`src/rtl/chroma_pkg.sv`:
```
// Shared types and constants for the chroma-key threshold calibrator.
package chroma_pkg;

    localparam int PIX_W      = 10;
    localparam int DEFAULT_TH = 512;

    typedef enum logic [2:0] {
        IDLE,
        WAIT_SOF,
        ACCUM,
        COMPUTE,
        DONE
    } state_t;

    // Wide enough to sum every window pixel of every averaged frame without overflow.
    function automatic int acc_width(input int wx_log2, input int wy_log2, input int nf_log2);
        return PIX_W + wx_log2 + wy_log2 + nf_log2;
    endfunction

endpackage

```
`src/rtl/chroma_key_calibrator_if.sv`:
```
// Video input bus (frame marker, pixel valid, coordinates and RGB) feeding the calibrator.
interface chroma_key_calibrator_if;
    import chroma_pkg::*;

    logic             iSOF;
    logic             iDVAL;
    logic [PIX_W-1:0] iX;
    logic [PIX_W-1:0] iY;
    logic [PIX_W-1:0] iRed;
    logic [PIX_W-1:0] iGreen;
    logic [PIX_W-1:0] iBlue;

    modport master (output iSOF, iDVAL, iX, iY, iRed, iGreen, iBlue);
    modport slave  (input  iSOF, iDVAL, iX, iY, iRed, iGreen, iBlue);

endinterface

```
`src/rtl/chroma_win_accum.sv`:
```
// Single-channel window accumulator; the mean is the sum shifted right by SHIFT.
module chroma_win_accum
    import chroma_pkg::*;
#(
    parameter int ACC_W = 24,
    parameter int SHIFT = 14
) (
    input  logic             clk,
    input  logic             rst_n,
    input  logic             clr,
    input  logic             en,
    input  logic [PIX_W-1:0] din,
    output logic [PIX_W-1:0] mean
);

    logic [ACC_W-1:0] acc;

    always_ff @(posedge clk or negedge rst_n) begin
        if (!rst_n) begin
            acc <= '0;
        end else if (clr) begin
            acc <= '0;
        end else if (en) begin
            acc <= acc + ACC_W'(din);
        end
    end

    assign mean = acc[SHIFT +: PIX_W];

endmodule

```
`src/rtl/chroma_key_calibrator.sv`:
```
// Averages R/G/B over a fixed window for several frames and registers the
// compositor's green threshold (mean green minus a margin, saturating at zero).
module chroma_key_calibrator
    import chroma_pkg::*;
#(
    parameter int WIN_X0     = 288,
    parameter int WIN_Y0     = 208,
    parameter int WX_LOG2    = 6,
    parameter int WY_LOG2    = 6,
    parameter int NF_LOG2    = 2,
    parameter int MARGIN     = 64,
    parameter int DEFAULT_TH = chroma_pkg::DEFAULT_TH
) (
    input  logic                   iCLK27,
    input  logic                   iRST_N,
    input  logic                   iStart,
    chroma_key_calibrator_if.slave vid,
    output logic [PIX_W-1:0]       oThG,
    output logic                   oBusy,
    output logic                   oDone,
    output logic                   oErr
);

    localparam int PC_LOG2 = WX_LOG2 + WY_LOG2;
    localparam int SHIFT   = PC_LOG2 + NF_LOG2;
    localparam int ACC_W   = acc_width(WX_LOG2, WY_LOG2, NF_LOG2);
    localparam int X_END   = WIN_X0 + (1 << WX_LOG2);
    localparam int Y_END   = WIN_Y0 + (1 << WY_LOG2);
    localparam logic [PC_LOG2:0] PIX_FULL = {1'b1, {PC_LOG2{1'b0}}};
    localparam logic [NF_LOG2:0] FRM_FULL = {1'b1, {NF_LOG2{1'b0}}};

    state_t           state, state_nx;
    logic [PC_LOG2:0] pcnt;
    logic [NF_LOG2:0] fcnt;
    logic             in_win, frame_ok, last_frame, is_green;
    logic             acc_clr, acc_en, pcnt_restart, fcnt_clr, fcnt_inc, err_set, th_load;
    logic [PIX_W-1:0] mean_r, mean_g, mean_b, max_rb, th_new;

    assign in_win = vid.iDVAL
                 && (32'(vid.iX) >= WIN_X0) && (32'(vid.iX) < X_END)
                 && (32'(vid.iY) >= WIN_Y0) && (32'(vid.iY) < Y_END);

    assign frame_ok   = (pcnt == PIX_FULL);
    assign last_frame = ((fcnt + (NF_LOG2+1)'(1)) == FRM_FULL);

    chroma_win_accum #(.ACC_W(ACC_W), .SHIFT(SHIFT)) u_acc_r (
        .clk(iCLK27), .rst_n(iRST_N), .clr(acc_clr), .en(acc_en), .din(vid.iRed),   .mean(mean_r)
    );
    chroma_win_accum #(.ACC_W(ACC_W), .SHIFT(SHIFT)) u_acc_g (
        .clk(iCLK27), .rst_n(iRST_N), .clr(acc_clr), .en(acc_en), .din(vid.iGreen), .mean(mean_g)
    );
    chroma_win_accum #(.ACC_W(ACC_W), .SHIFT(SHIFT)) u_acc_b (
        .clk(iCLK27), .rst_n(iRST_N), .clr(acc_clr), .en(acc_en), .din(vid.iBlue),  .mean(mean_b)
    );

    assign max_rb   = (mean_r > mean_b) ? mean_r : mean_b;
    assign is_green = (mean_g > max_rb);
    assign th_new   = (32'(mean_g) > MARGIN) ? (mean_g - PIX_W'(MARGIN)) : '0;

    always_ff @(posedge iCLK27 or negedge iRST_N) begin
        if (!iRST_N) begin
            state <= IDLE;
        end else begin
            state <= state_nx;
        end
    end

    // A pixel arriving with iSOF belongs to the frame that iSOF opens, so it is
    // accumulated after the check unless that iSOF closes the last frame.
    always_comb begin
        state_nx     = state;
        acc_clr      = 1'b0;
        acc_en       = 1'b0;
        pcnt_restart = 1'b0;
        fcnt_clr     = 1'b0;
        fcnt_inc     = 1'b0;
        err_set      = 1'b0;
        th_load      = 1'b0;
        case (state)
            IDLE: begin
                if (iStart) begin
                    acc_clr  = 1'b1;
                    state_nx = WAIT_SOF;
                end
            end
            WAIT_SOF: begin
                if (vid.iSOF) begin
                    fcnt_clr     = 1'b1;
                    pcnt_restart = 1'b1;
                    acc_en       = in_win;
                    state_nx     = ACCUM;
                end
            end
            ACCUM: begin
                if (vid.iSOF) begin
                    if (!frame_ok) begin
                        err_set  = 1'b1;
                        state_nx = DONE;
                    end else begin
                        fcnt_inc = 1'b1;
                        if (last_frame) begin
                            state_nx = COMPUTE;
                        end else begin
                            pcnt_restart = 1'b1;
                            acc_en       = in_win;
                        end
                    end
                end else begin
                    acc_en = in_win;
                end
            end
            COMPUTE: begin
                if (is_green) begin
                    th_load = 1'b1;
                end else begin
                    err_set = 1'b1;
                end
                state_nx = DONE;
            end
            DONE: begin
                state_nx = IDLE;
            end
            default: begin
                state_nx = IDLE;
            end
        endcase
    end

    // Pixel counter saturates so an oversized frame can never wrap back to a valid count.
    always_ff @(posedge iCLK27 or negedge iRST_N) begin
        if (!iRST_N) begin
            pcnt <= '0;
            fcnt <= '0;
        end else begin
            if (acc_clr || fcnt_clr) begin
                fcnt <= '0;
            end else if (fcnt_inc) begin
                fcnt <= fcnt + (NF_LOG2+1)'(1);
            end
            if (acc_clr) begin
                pcnt <= '0;
            end else if (pcnt_restart) begin
                pcnt <= (PC_LOG2+1)'(acc_en);
            end else if (acc_en && (pcnt != '1)) begin
                pcnt <= pcnt + (PC_LOG2+1)'(1);
            end
        end
    end

    always_ff @(posedge iCLK27 or negedge iRST_N) begin
        if (!iRST_N) begin
            oThG <= PIX_W'(DEFAULT_TH);
            oErr <= 1'b0;
        end else begin
            if (acc_clr) begin
                oErr <= 1'b0;
            end else if (err_set) begin
                oErr <= 1'b1;
            end
            if (th_load) begin
                oThG <= th_new;
            end
        end
    end

    assign oBusy = (state == WAIT_SOF) || (state == ACCUM) || (state == COMPUTE);
    assign oDone = (state == DONE);

endmodule

```
`src/flat_wrapper.sv`:
```
// flat-port wrapper written by rule: the top's interface ports become plain ports
module chroma_key_calibrator_flat import chroma_pkg::*;
#(
    parameter int WIN_X0     = 288,
    parameter int WIN_Y0     = 208,
    parameter int WX_LOG2    = 6,
    parameter int WY_LOG2    = 6,
    parameter int NF_LOG2    = 2,
    parameter int MARGIN     = 64,
    parameter int DEFAULT_TH = chroma_pkg::DEFAULT_TH
)
  (iCLK27, iRST_N, iStart, oThG, oBusy, oDone, oErr, vid_iSOF, vid_iDVAL, vid_iX, vid_iY, vid_iRed, vid_iGreen, vid_iBlue);
  chroma_key_calibrator_if vid_i ();
  input  logic iCLK27;
  input  logic iRST_N;
  input  logic iStart;
  output logic [PIX_W-1:0] oThG;
  output logic oBusy;
  output logic oDone;
  output logic oErr;
  input wire logic [$bits(vid_i.iSOF)-1:0] vid_iSOF;
  input wire logic [$bits(vid_i.iDVAL)-1:0] vid_iDVAL;
  input wire logic [$bits(vid_i.iX)-1:0] vid_iX;
  input wire logic [$bits(vid_i.iY)-1:0] vid_iY;
  input wire logic [$bits(vid_i.iRed)-1:0] vid_iRed;
  input wire logic [$bits(vid_i.iGreen)-1:0] vid_iGreen;
  input wire logic [$bits(vid_i.iBlue)-1:0] vid_iBlue;
  assign vid_i.iSOF = vid_iSOF;
  assign vid_i.iDVAL = vid_iDVAL;
  assign vid_i.iX = vid_iX;
  assign vid_i.iY = vid_iY;
  assign vid_i.iRed = vid_iRed;
  assign vid_i.iGreen = vid_iGreen;
  assign vid_i.iBlue = vid_iBlue;
  chroma_key_calibrator #(.WIN_X0(WIN_X0), .WIN_Y0(WIN_Y0), .WX_LOG2(WX_LOG2), .WY_LOG2(WY_LOG2), .NF_LOG2(NF_LOG2), .MARGIN(MARGIN), .DEFAULT_TH(DEFAULT_TH)) u_core (.iCLK27(iCLK27), .iRST_N(iRST_N), .iStart(iStart), .vid(vid_i), .oThG(oThG), .oBusy(oBusy), .oDone(oDone), .oErr(oErr));
endmodule
```
`config.mk`:
```
export PLATFORM = sky130hd
export DESIGN_NAME = chroma_key_calibrator_flat
export DESIGN_NICKNAME = d
export VERILOG_FILES = /design/src/rtl/chroma_pkg.sv /design/src/rtl/chroma_key_calibrator_if.sv /design/src/rtl/chroma_win_accum.sv /design/src/rtl/chroma_key_calibrator.sv /design/src/flat_wrapper.sv
export SDC_FILE = /design/constraint.sdc
export NUM_CORES = 1
export LEC_CHECK = 0
export CAP_MARGIN = 20
export CELL_PAD_IN_SITES_DETAIL_PLACEMENT = 2
export CELL_PAD_IN_SITES_GLOBAL_PLACEMENT = 2
export CORE_UTILIZATION = 25
export CTS_BUF_LIST = sky130_fd_sc_hd__clkbuf_4 sky130_fd_sc_hd__clkbuf_8
export DETAILED_ROUTE_END_ITERATION = 10
export PLACE_DENSITY_LB_ADDON = 0.05
export SLEW_MARGIN = 20
export SYNTH_ARGS = -nofsm -noshare
export SYNTH_HDL_FRONTEND = slang
export SYNTH_SLANG_ARGS = --single-unit
```
`constraint.sdc`:
```
create_clock -name iCLK27 -period 4.7 [get_ports iCLK27]
set_input_delay 0.705 -clock iCLK27 [delete_from_list [all_inputs] [get_ports iCLK27]]
set_output_delay 0.705 -clock iCLK27 [all_outputs]
set_load 0.005 [all_outputs]
```
# After elaboration in Yosys (flattened, before gate mapping)
# Index checks and enable logic that the tools add are counted.
totals:
  regBits: 102
  latchBits: 0
  ram_bits: 0
  rom_bits: 0
  wordCells: 89
  mem_count: 0
op_classes:
  addsub: 6
  mul: 0
  div: 0
  magnitude_cmp: 7
  n_eq_ne: 11
  shift: 0
  muxes: 43
  bitwise_logic: 0
  reduce_logical: 14
op_table:
  columns: ["op", "n"]
  rows:
  - ["2-to-1 mux 24 bit", 6]
  - ["adder 24 x 10 -> 24 bit", 3]
  - ["2-to-1 mux 13 bit", 3]
  - ["2-to-1 mux 1 bit", 21]
  - ["2-to-1 mux 3 bit", 7]
  - ["greater-than comparator 10 bit", 2]
  - ["less-than comparator 10 x 9 -> 1 bit (second input constant)", 2]
  - ["2-to-1 mux 10 bit", 2]
  - ["adder 13 x 1 -> 13 bit (second input constant)", 1]
  - ["equality test 13 bit (second input constant)", 1]
  - ["!= test 13 bit (second input constant)", 1]
  - ["one-hot mux 3 bit (4 select lines)", 1]
  - [">= comparator 10 x 8 -> 1 bit (second input constant)", 1]
  - [">= comparator 10 x 9 -> 1 bit (second input constant)", 1]
  - ["greater-than comparator 10 x 7 -> 1 bit (second input constant)", 1]
  - ["subtractor 10 x 7 -> 10 bit (second input constant)", 1]
  - ["equality test 3 x 2 -> 1 bit (second input constant)", 2]
  - ["equality test 3 bit (second input constant)", 2]
  - ["!= test 2 bit (second input constant)", 3]
  - ["one-hot mux 1 bit (2 select lines)", 3]
  - ["nonzero test 2 bit", 3]
  - ["logical AND 1 bit", 5]
  - ["AND reduction 4 bit", 1]
  - ["adder 3 x 1 -> 3 bit (second input constant)", 1]
  - ["5 further kinds", 7]

# Longest topological paths before layout
# Gate-level depths: netlist of the first run.
depth:
  depth_word: 13
  ltp_mapped: 17
  depth_no_buf: 15

# Hierarchy
# Synthesis of the first run repeated with hierarchy kept, for this count alone.
hier_totals:
  hier_cells: 817
  hier_area_um2: 7375.8
modules_own_cells:
  columns: ["mod", "instances", "cells_each", "area_each_um2", "seq_area_each_um2"]
  rows:
  - ["chroma_win_accum", 3, 185, 1666.6, 600.6]
  - ["chroma_key_calibrator", 1, 262, 2376.0, 752.0]

# Worst setup path after synthesis of the first run
# OpenSTA, ideal clock, no wires.
synth_path:
  path_kind: "register to register"
  startpoint: "reg u_core.u_acc_b.acc[15]"
  endpoint: "reg u_core.oThG[7]"
  arrival_time_ns: 3.711
  setup_slack_ns: 0.864
  path_stages_with_launch: 16
  n_path_buf: 1
  path_cell_list: "dfrtp_1 > inv_1 > ha_1 > nor2b_1 > o31ai_1 > a21oi_1 > o21a_1 > o41ai_1 > clkbuf_1 > mux2i_1 > ha_1 > and3_1 > nand3_1 > o311ai_0 > nor2_1 > mux2_2"
synth_via:
  elab_chain_len: 5
synth_lines:
  columns: ["item", "line_no", "source"]
  rows:
  - ["start, declared", "chroma_win_accum.sv:16", "logic [ACC_W-1:0] acc;"]
  - ["start signal, assigned", "chroma_win_accum.sv:24", "acc <= acc + ACC_W'(din);"]
  - ["greater-than comparator 10 bit", "chroma_key_calibrator.sv:56", "assign max_rb = (mean_r > mean_b) ? mean_r : mean_b;"]
  - ["2-to-1 mux 10 bit (*)", "chroma_key_calibrator.sv:56", null]
  - ["greater-than comparator 10 bit (*)", "chroma_key_calibrator.sv:57", "assign is_green = (mean_g > max_rb);"]
  - ["2-to-1 mux 1 bit (*)", "chroma_key_calibrator.sv:113", "if (is_green) begin"]
  - ["2-to-1 mux 1 bit (*)", "chroma_key_calibrator.sv:79", "case (state)"]
  - ["end signal, assigned", "chroma_key_calibrator.sv:152", "oThG <= PIX_W'(DEFAULT_TH);"]
  - ["end signal, assigned", "chroma_key_calibrator.sv:161", "oThG <= th_new;"]
  - ["end, declared", "chroma_key_calibrator.sv:18", "output logic [PIX_W-1:0] oThG,"]
# Every way passes the cells marked *; elsewhere a longest branch is shown, timed or not.
# A chain may end at the register's enable or synchronous reset.

# Worst setup path after layout of the first run
layout_path:
  startpoint: "reg u_core.u_acc_b.acc[15]"
  endpoint: "reg u_core.oThG[8]"
# Same word-level chain as after synthesis.

==> results of run 1 <==
==> Yosys cell counts (21+ instances only) <==
library cell	instances
dfrtp_1	101
nor2_1	69
nand2_1	62
o21ai_0	62
ha_1	57
nand3_1	47
xnor2_1	43
a21oi_1	40
inv_1	27
clkbuf_1	23
nor3_1	22
xor2_1	21
==> power breakdown <==
part	leakage (nW)	total [mW]	internal [mW]	switching, mW
Sequential	1.42	0.931	0.893	0.0379
Combinational	1.86	0.417	0.135	0.282
Clock	0.115	0.664	0.315	0.349
==> final timing paths <==
check / from / to / slack, ns
worst max-delay path: u_core.u_acc_b.acc[15] / u_core.oThG[8] / 0.33
worst min-delay path: iRST_N / u_core.oThG[7] / 0.44
worst max register to register: u_core.u_acc_b.acc[15] / u_core.oThG[8] / 0.33
worst min register to register: u_core.oErr / u_core.oErr / 0.51
max in group asynchronous: iRST_N / u_core.u_acc_g.acc[12] / 3.33
min in group iCLK27: u_core.oErr / u_core.oErr / 0.51
==> kinds of logic after synthesis <==
logic type	synth area share (%)
simple gates	21.98
compound gates	15.92
flops	37.04
xor+xnor	8.131
fa+ha+maj	11.22
buf+inv	3.013
mux	2.704
==> cell usage in the layout (no fill, tap or decap), types with 21 or more instances in the layout <==
| cell | netlist | layout |
|---|---|---|
| ha_1 | 57 | 57 |
| clkdlybuf4s50_1 | 0 | 57 |
| nor3_1 | 22 | 22 |
| nor2_1 | 69 | 69 |
| a21oi_1 | 40 | 40 |
| nand2_1 | 62 | 62 |
| xnor2_1 | 43 | 43 |
| xor2_1 | 21 | 21 |
| o21ai_0 | 62 | 62 |
| inv_1 | 27 | 27 |
| dfrtp_1 | 101 | 101 |
| nand3_1 | 47 | 47 |
==> stage by stage <==
stage,instance area (sq um),utilization [%],power [mW],std cells,hold WS (ns)
2_1_floorplan,6894,-,1.165,766,0.4094
3_3_place_gp,7881,29.16,1.371,1148,0.4675
3_5_place_dp,7881,29.16,1.379,1148,0.4838
4_1_cts,8103,29.98,2.078,1164,0.4746
5_1_grt,8104,29.99,2.132,1164,0.5042
6_report,8104,29.99,2.013,1164,0.4420
==> state kept, by name, summed over array words and instances (netlist names) <==
register and flops:
u_core.fcnt 3, u_core.oErr 1, u_core.oThG 10, u_core.pcnt 13, u_core.state 3, u_core.u_acc_b.acc 24, u_core.u_acc_g.acc 24, u_core.u_acc_r.acc 24
==> worst max-delay path: stages, from the launching register on <==
cell	delay [ns]
dfrtp_1	0.44
inv_1	0.10
ha_1	0.31
nor2b_1	0.13
o31ai_1	0.25
a21oi_1	0.14
o21a_1	0.19
o41ai_2	0.21
buf_4	0.27
mux2_2	0.38
ha_1	0.29
nand3_1	0.13
o311ai_2	0.82
nor2_1	0.26
mux2_2	0.34
==> routing by layer <==
| layer | GRT usage [%] | up-vias | wire (microns) |
|---|---|---|---|
| met2 | 28.79 | 55 | 10650 |
| met1 | 20.67 | 3063 | 10190 |
| met4 | 4.150 | 0 | 255 |
| met5 | 0 | - | 0 |
| met3 | 2.186 | 17 | 428 |
| li1 | - | 2892 | - |
==> final cells by class <==
cell class	count	area (sq um)	area share, %
well taps	341	426.7	5.265
multi-input cells	611	4155	51.27
clock inverters	5	82.58	1.019
repair buffers	67	645.6	7.967
inverters	27	101.3	1.251
flip-flops and latches	102	2554	31.51
clock buffers	11	138.9	1.714
==> results.md, run 1 <==
- IO Port Bufs: 58
- Crit. End Element: flip-flop
- Worst Setup Slack post-DPL: 0.2915 ns
- Gr ovfl total: 0
- CORE AREA: 0.02703 sq mm
- Clock skew: 0.01870 ns
- Critical path class: flip-flop to flip-flop
- Nets: 933
- Worst setup margin: 0.3338 ns
- Post-synthesis cell type count: 62
- Max H-tree Level: 3
- Top cells by area, synth: dfrtp_1, ha_1, xnor2_1
- Via count: 6027
- Min-delay worst type: input pin to async pin
- WP data required: 4.99 ns
- CP Launch Type: flip-flop
- Gates resized, CTS repair: 0
- Sum of negative setup slack: 0 ns
- # fillers: 3054
- RSZ-0062 raised after global routing: no
- Antenna fix cells: 0
- Initial Util: 25.51%
- Worst EP arrival: 4.66 ns
- Post-synth EDFFs: 0
- Routed vias/inst: 5.178
- Most used DFF post-synth: dfrtp_1
- Vias in the first global route: 6861
- Share of cells above drive strength 1: 5.832%
- Chip height: 168.1 microns
- Max Cap Viol: 0
- Tcrit/Tclk final: 92.90%
- Peak supply drop: 0.1128 mV
- Clock Sinks: 102
- Fmax: 229.0 MHz
- Cell taking the most area after synthesis: dfrtp_1
- First-pass DRT Iterations: 4
- Post-CTS setup buffers: 0
- Root buf cell: clkbuf_8
- Post-DP HPWL: 16000 microns
- Wire per inst: 18.49 microns
- Hold Vio Cnt, Final: 0
- Post-synthesis cell area: 0.006894 sq mm
- Post-layout min period: 4.366 ns
- FF-to-FF path depth: 14
- Bufs on Longest Clock Path: 2
- Die W: 168.1 microns
- Row count: 60
- Register bit total from synthesis: 102
- Slew Viols, Final: 0
- GRT Util Overall: 16.23%
- DIE AREA: 0.02824 sq mm
- Yosys warns: 0
- Syn nets: 881
- Skew-Pair Late Insertion Delay: 0.40 ns
- Global placement routability congestion: 0.7934
- CTS tree: built
- Area grow syn2layout: 17.55%
- Clock buffer count from CTS: 9
- P per Cell Area: 248.3 mW/mm^2
- Iter 0 DRT Violations: 174
- Worst Tran Pin Value: 0.9751 ns
- First-pass GRT wire length: 36520 microns
- Largest net degree at the start of global routing: 65
- Ys async rst share: 100.0%
- Clock slew at reported path FFs: 0.11 ns
- Register area share after synthesis: 37.04%
- Slew headroom: 34.89%
- Avg Inst Size Synth: 9.000 sq um
- Max FO, Critical Path: 14
- LEAKAGE: 3.396 nW
- IO Count: 68
- Hold_buf cts: 0
- Status: complete, no violations
- Synth Instances: 766
- Final setup viols: 0
- Drt total wl: 21520 microns
- Initial antenna violation count: 0
- Post-route ant nets: 0
- Residual DRC: 0
- Post-synth top area share: 36.66%
No activity file was read; power rests on OpenSTA's default activity.
==> inputs of run 2 (changes only) <==
SLEW_MARGIN = not set   (was 20)
==> run 2 against run 1 <==
Hold slack got worse by 0.0014 ns. Highest routed layer unchanged. Register-to-register slack barely moved. Largest cell class unchanged. Critical endpoint unchanged. Via count did not move. Global-route usage did not move. Cell count barely moved.
==> results.md, run 2 (synthesis gave the netlist of run 1 again) <==
- Clock skew: 0.01885 ns (+0.0001483 ns)
- Critical path's top delay family: compound AO/OA/AOI/OAI gates
- Reg-to-Reg Start: u_core.u_acc_b.acc[15]
- Largest net degree at the start of global routing: 65 (unchanged)
- Slew Viols, Final: 0 (unchanged)
- RSZ-0062 raised after global routing: no
- Multi-input logic area: 0.004154 sq mm (about the same)
- CP endpoint: u_core.oThG[8]
- Clock slew at reported path FFs: 0.11 ns (about the same)
- Initial antenna violation count: 0 (unchanged)
- # fillers: 3052 (-0.065%)
- Status: complete, no violations
- Share of cells above drive strength 1: 5.825% (-0.0071 points)
- Max Cap Viol: 0 (unchanged)
- Biggest regs: u_core.u_acc_b.acc x24, u_core.u_acc_g.acc x24, u_core.u_acc_r.acc x24
- First-pass DRT Iterations: 4 (unchanged)
- Post-CTS setup buffers: 0 (unchanged)
- Reg2reg end: u_core.oThG[8]
- Bufs on Longest Clock Path: 2 (unchanged)
- Antenna fix cells: 0 (unchanged)
- Max incr delay on CP: 0.81 ns (about the same)
- Chip height: 168.1 microns (unchanged)
- Critical path launch point: u_core.u_acc_b.acc[15]
- Gates resized, CTS repair: 0 (unchanged)
- Top sig layer: met4
- Wire per inst: 18.52 microns (+0.16%)
- Area grow syn2layout: 17.71%
- Max FO, Critical Path: 14 (unchanged)
- Post-layout min period: 4.359 ns (-0.007597 ns)
- Final setup viols: 0 (unchanged)
- Gr ovfl total: 0 (unchanged)
- Critical path class: flip-flop to flip-flop
- Residual DRC: 0 (unchanged)
- Clock buffer count from CTS: 9 (unchanged)
- WP data required: 4.99 ns (about the same)
- Most common cell after layout, fill and taps aside: dfrtp_1
- Crit. End Element: flip-flop
- Hold_buf cts: 0 (unchanged)
- Post-route ant nets: 0 (unchanged)
- Worst EP arrival: 4.65 ns (about the same)
- Max H-tree Level: 3 (unchanged)
- Routed vias/inst: 5.173 (about the same)
- IO Port Bufs: 58 (unchanged)
- Worst-path cell with the longest stage delay: o311ai_2
- Commonest cells after routing, fill and taps aside: dfrtp_1, nor2_1, o21ai_0, nand2_1
- Stages on worst setup path: 14 (unchanged)
- Row count: 60 (unchanged)
- FF+latch area: 0.002554 sq mm (unchanged)
- Clock Sinks: 102 (unchanged)
- Met1 WL: 10190 microns (about the same)
- WL met2: 10680 microns (+0.27%)
- Hold Vio Cnt, Final: 0 (unchanged)
- Nets: 934 (+0.11%)
- Tcrit/Tclk final: 92.74% (-0.16 points)
- Register-to-Register Setup Slack: 0.34 ns (about the same)
- Critical path cell sequence: inv_1 -> ha_1 -> nor2b_1 -> o31ai_1 -> a21oi_1 -> o21a_1 -> o41ai_2 -> buf_4 -> mux2_2 -> ha_1 -> nand3_1 -> o311ai_2 -> nor2_1 -> mux2_2
- Root buf cell: clkbuf_8
- First-pass GRT wire length: 36520 microns (unchanged)
- Min-delay worst type: input pin to async pin
- Iter 0 DRT Violations: 154 (-11%)
- CORE AREA: 0.02703 sq mm (unchanged)
- Skew-Pair Late Insertion Delay: 0.39 ns (about the same)
- DIE AREA: 0.02824 sq mm (unchanged)
- Met3 routed WL: 468 microns (+9.3%)
- Total Power: 2.012 mW (about the same)
- Drt total wl: 21570 microns (+0.24%)
- P per Cell Area: 247.9 mW/mm^2 (-0.18%)
- CP Launch Type: flip-flop
- Bufs and invs on worst path: 2 (unchanged)
- CTS tree: built
- Fmax: 229.4 MHz (+0.17%)
- FF-to-FF path depth: 14 (unchanged)
- Peak supply drop: 0.1128 mV (about the same)
- Initial Util: 25.51% (unchanged)
- Vias in the first global route: 6861 (unchanged)
- Die W: 168.1 microns (unchanged)
- Via count: 6027 (unchanged)
- LEAKAGE: 3.418 nW (+0.65%)
- Worst Tran Pin Value: 0.9701 ns (-0.005014 ns)
- Slew headroom: 35.22% (+0.33 points)
- Sum of negative setup slack: 0 ns (unchanged)
- IO Count: 68 (unchanged)
- GRT Util Overall: 16.23% (unchanged)
- Global placement routability congestion: 0.7934 (unchanged)
- Post-DP HPWL: 16000 microns (unchanged)
-- run 2: changes by cell type in the layout (fill, tap and decap cells not counted), sizes merged --
cell          previous run  this run
dlymetal6s2s             0         1
-- run 2: routing by layer --
| metal | up-vias | GRT usage, % |
|---|---|---|
| met5 | - | 0 |
| met4 | 0 | 4.150 |
| met3 | 15 | 2.186 |
| met2 | 50 | 28.79 |
| met1 | 3066 | 20.67 |
| li1 | 2896 | - |
-- run 2: power by group --
group | leakage, nW | internal, mW | switching [mW]
logic | 1.88 | 0.135 | 0.281
registers | 1.42 | 0.893 | 0.0379
clock network | 0.115 | 0.315 | 0.350
-- run 2: how the worst min path moves through the flow --
stage                                end  cells after the start  slack, ns
after global placement       u_core.oErr                      2       0.47
after global routing      u_core.oThG[7]                      1       0.50
after floorplan           u_core.fcnt[0]                      0       0.41
final                     u_core.oThG[7]                      1       0.44
after CTS                 u_core.oThG[7]                      1       0.47
after detailed placement     u_core.oErr                      2       0.48
-- run 2: final cells by class --
class | count | area share, %
multi-input combinational | 611 | 51.19
timing repair buffer | 68 | 8.110
clock inverter | 5 | 1.018
sequential | 102 | 31.47
inverter | 27 | 1.249
clock buffer | 11 | 1.711
tap | 341 | 5.257
-- run 2: per-stage QoR --
step / setup slack (ns) / hold slack [ns] / std cells / area (sq um) / util (%)
after CTS: 0.2832 / 0.4746 / 1164 / 8103 / 29.98
after detailed placement: 0.2915 / 0.4838 / 1148 / 7881 / 29.16
after global routing: 0.01455 / 0.5042 / 1165 / 8115 / 30.03
after floorplan: 0.8643 / 0.4094 / 766 / 6894 / -
final: 0.3414 / 0.4405 / 1165 / 8115 / 30.03
after global placement: 0.5191 / 0.4675 / 1148 / 7881 / 29.16
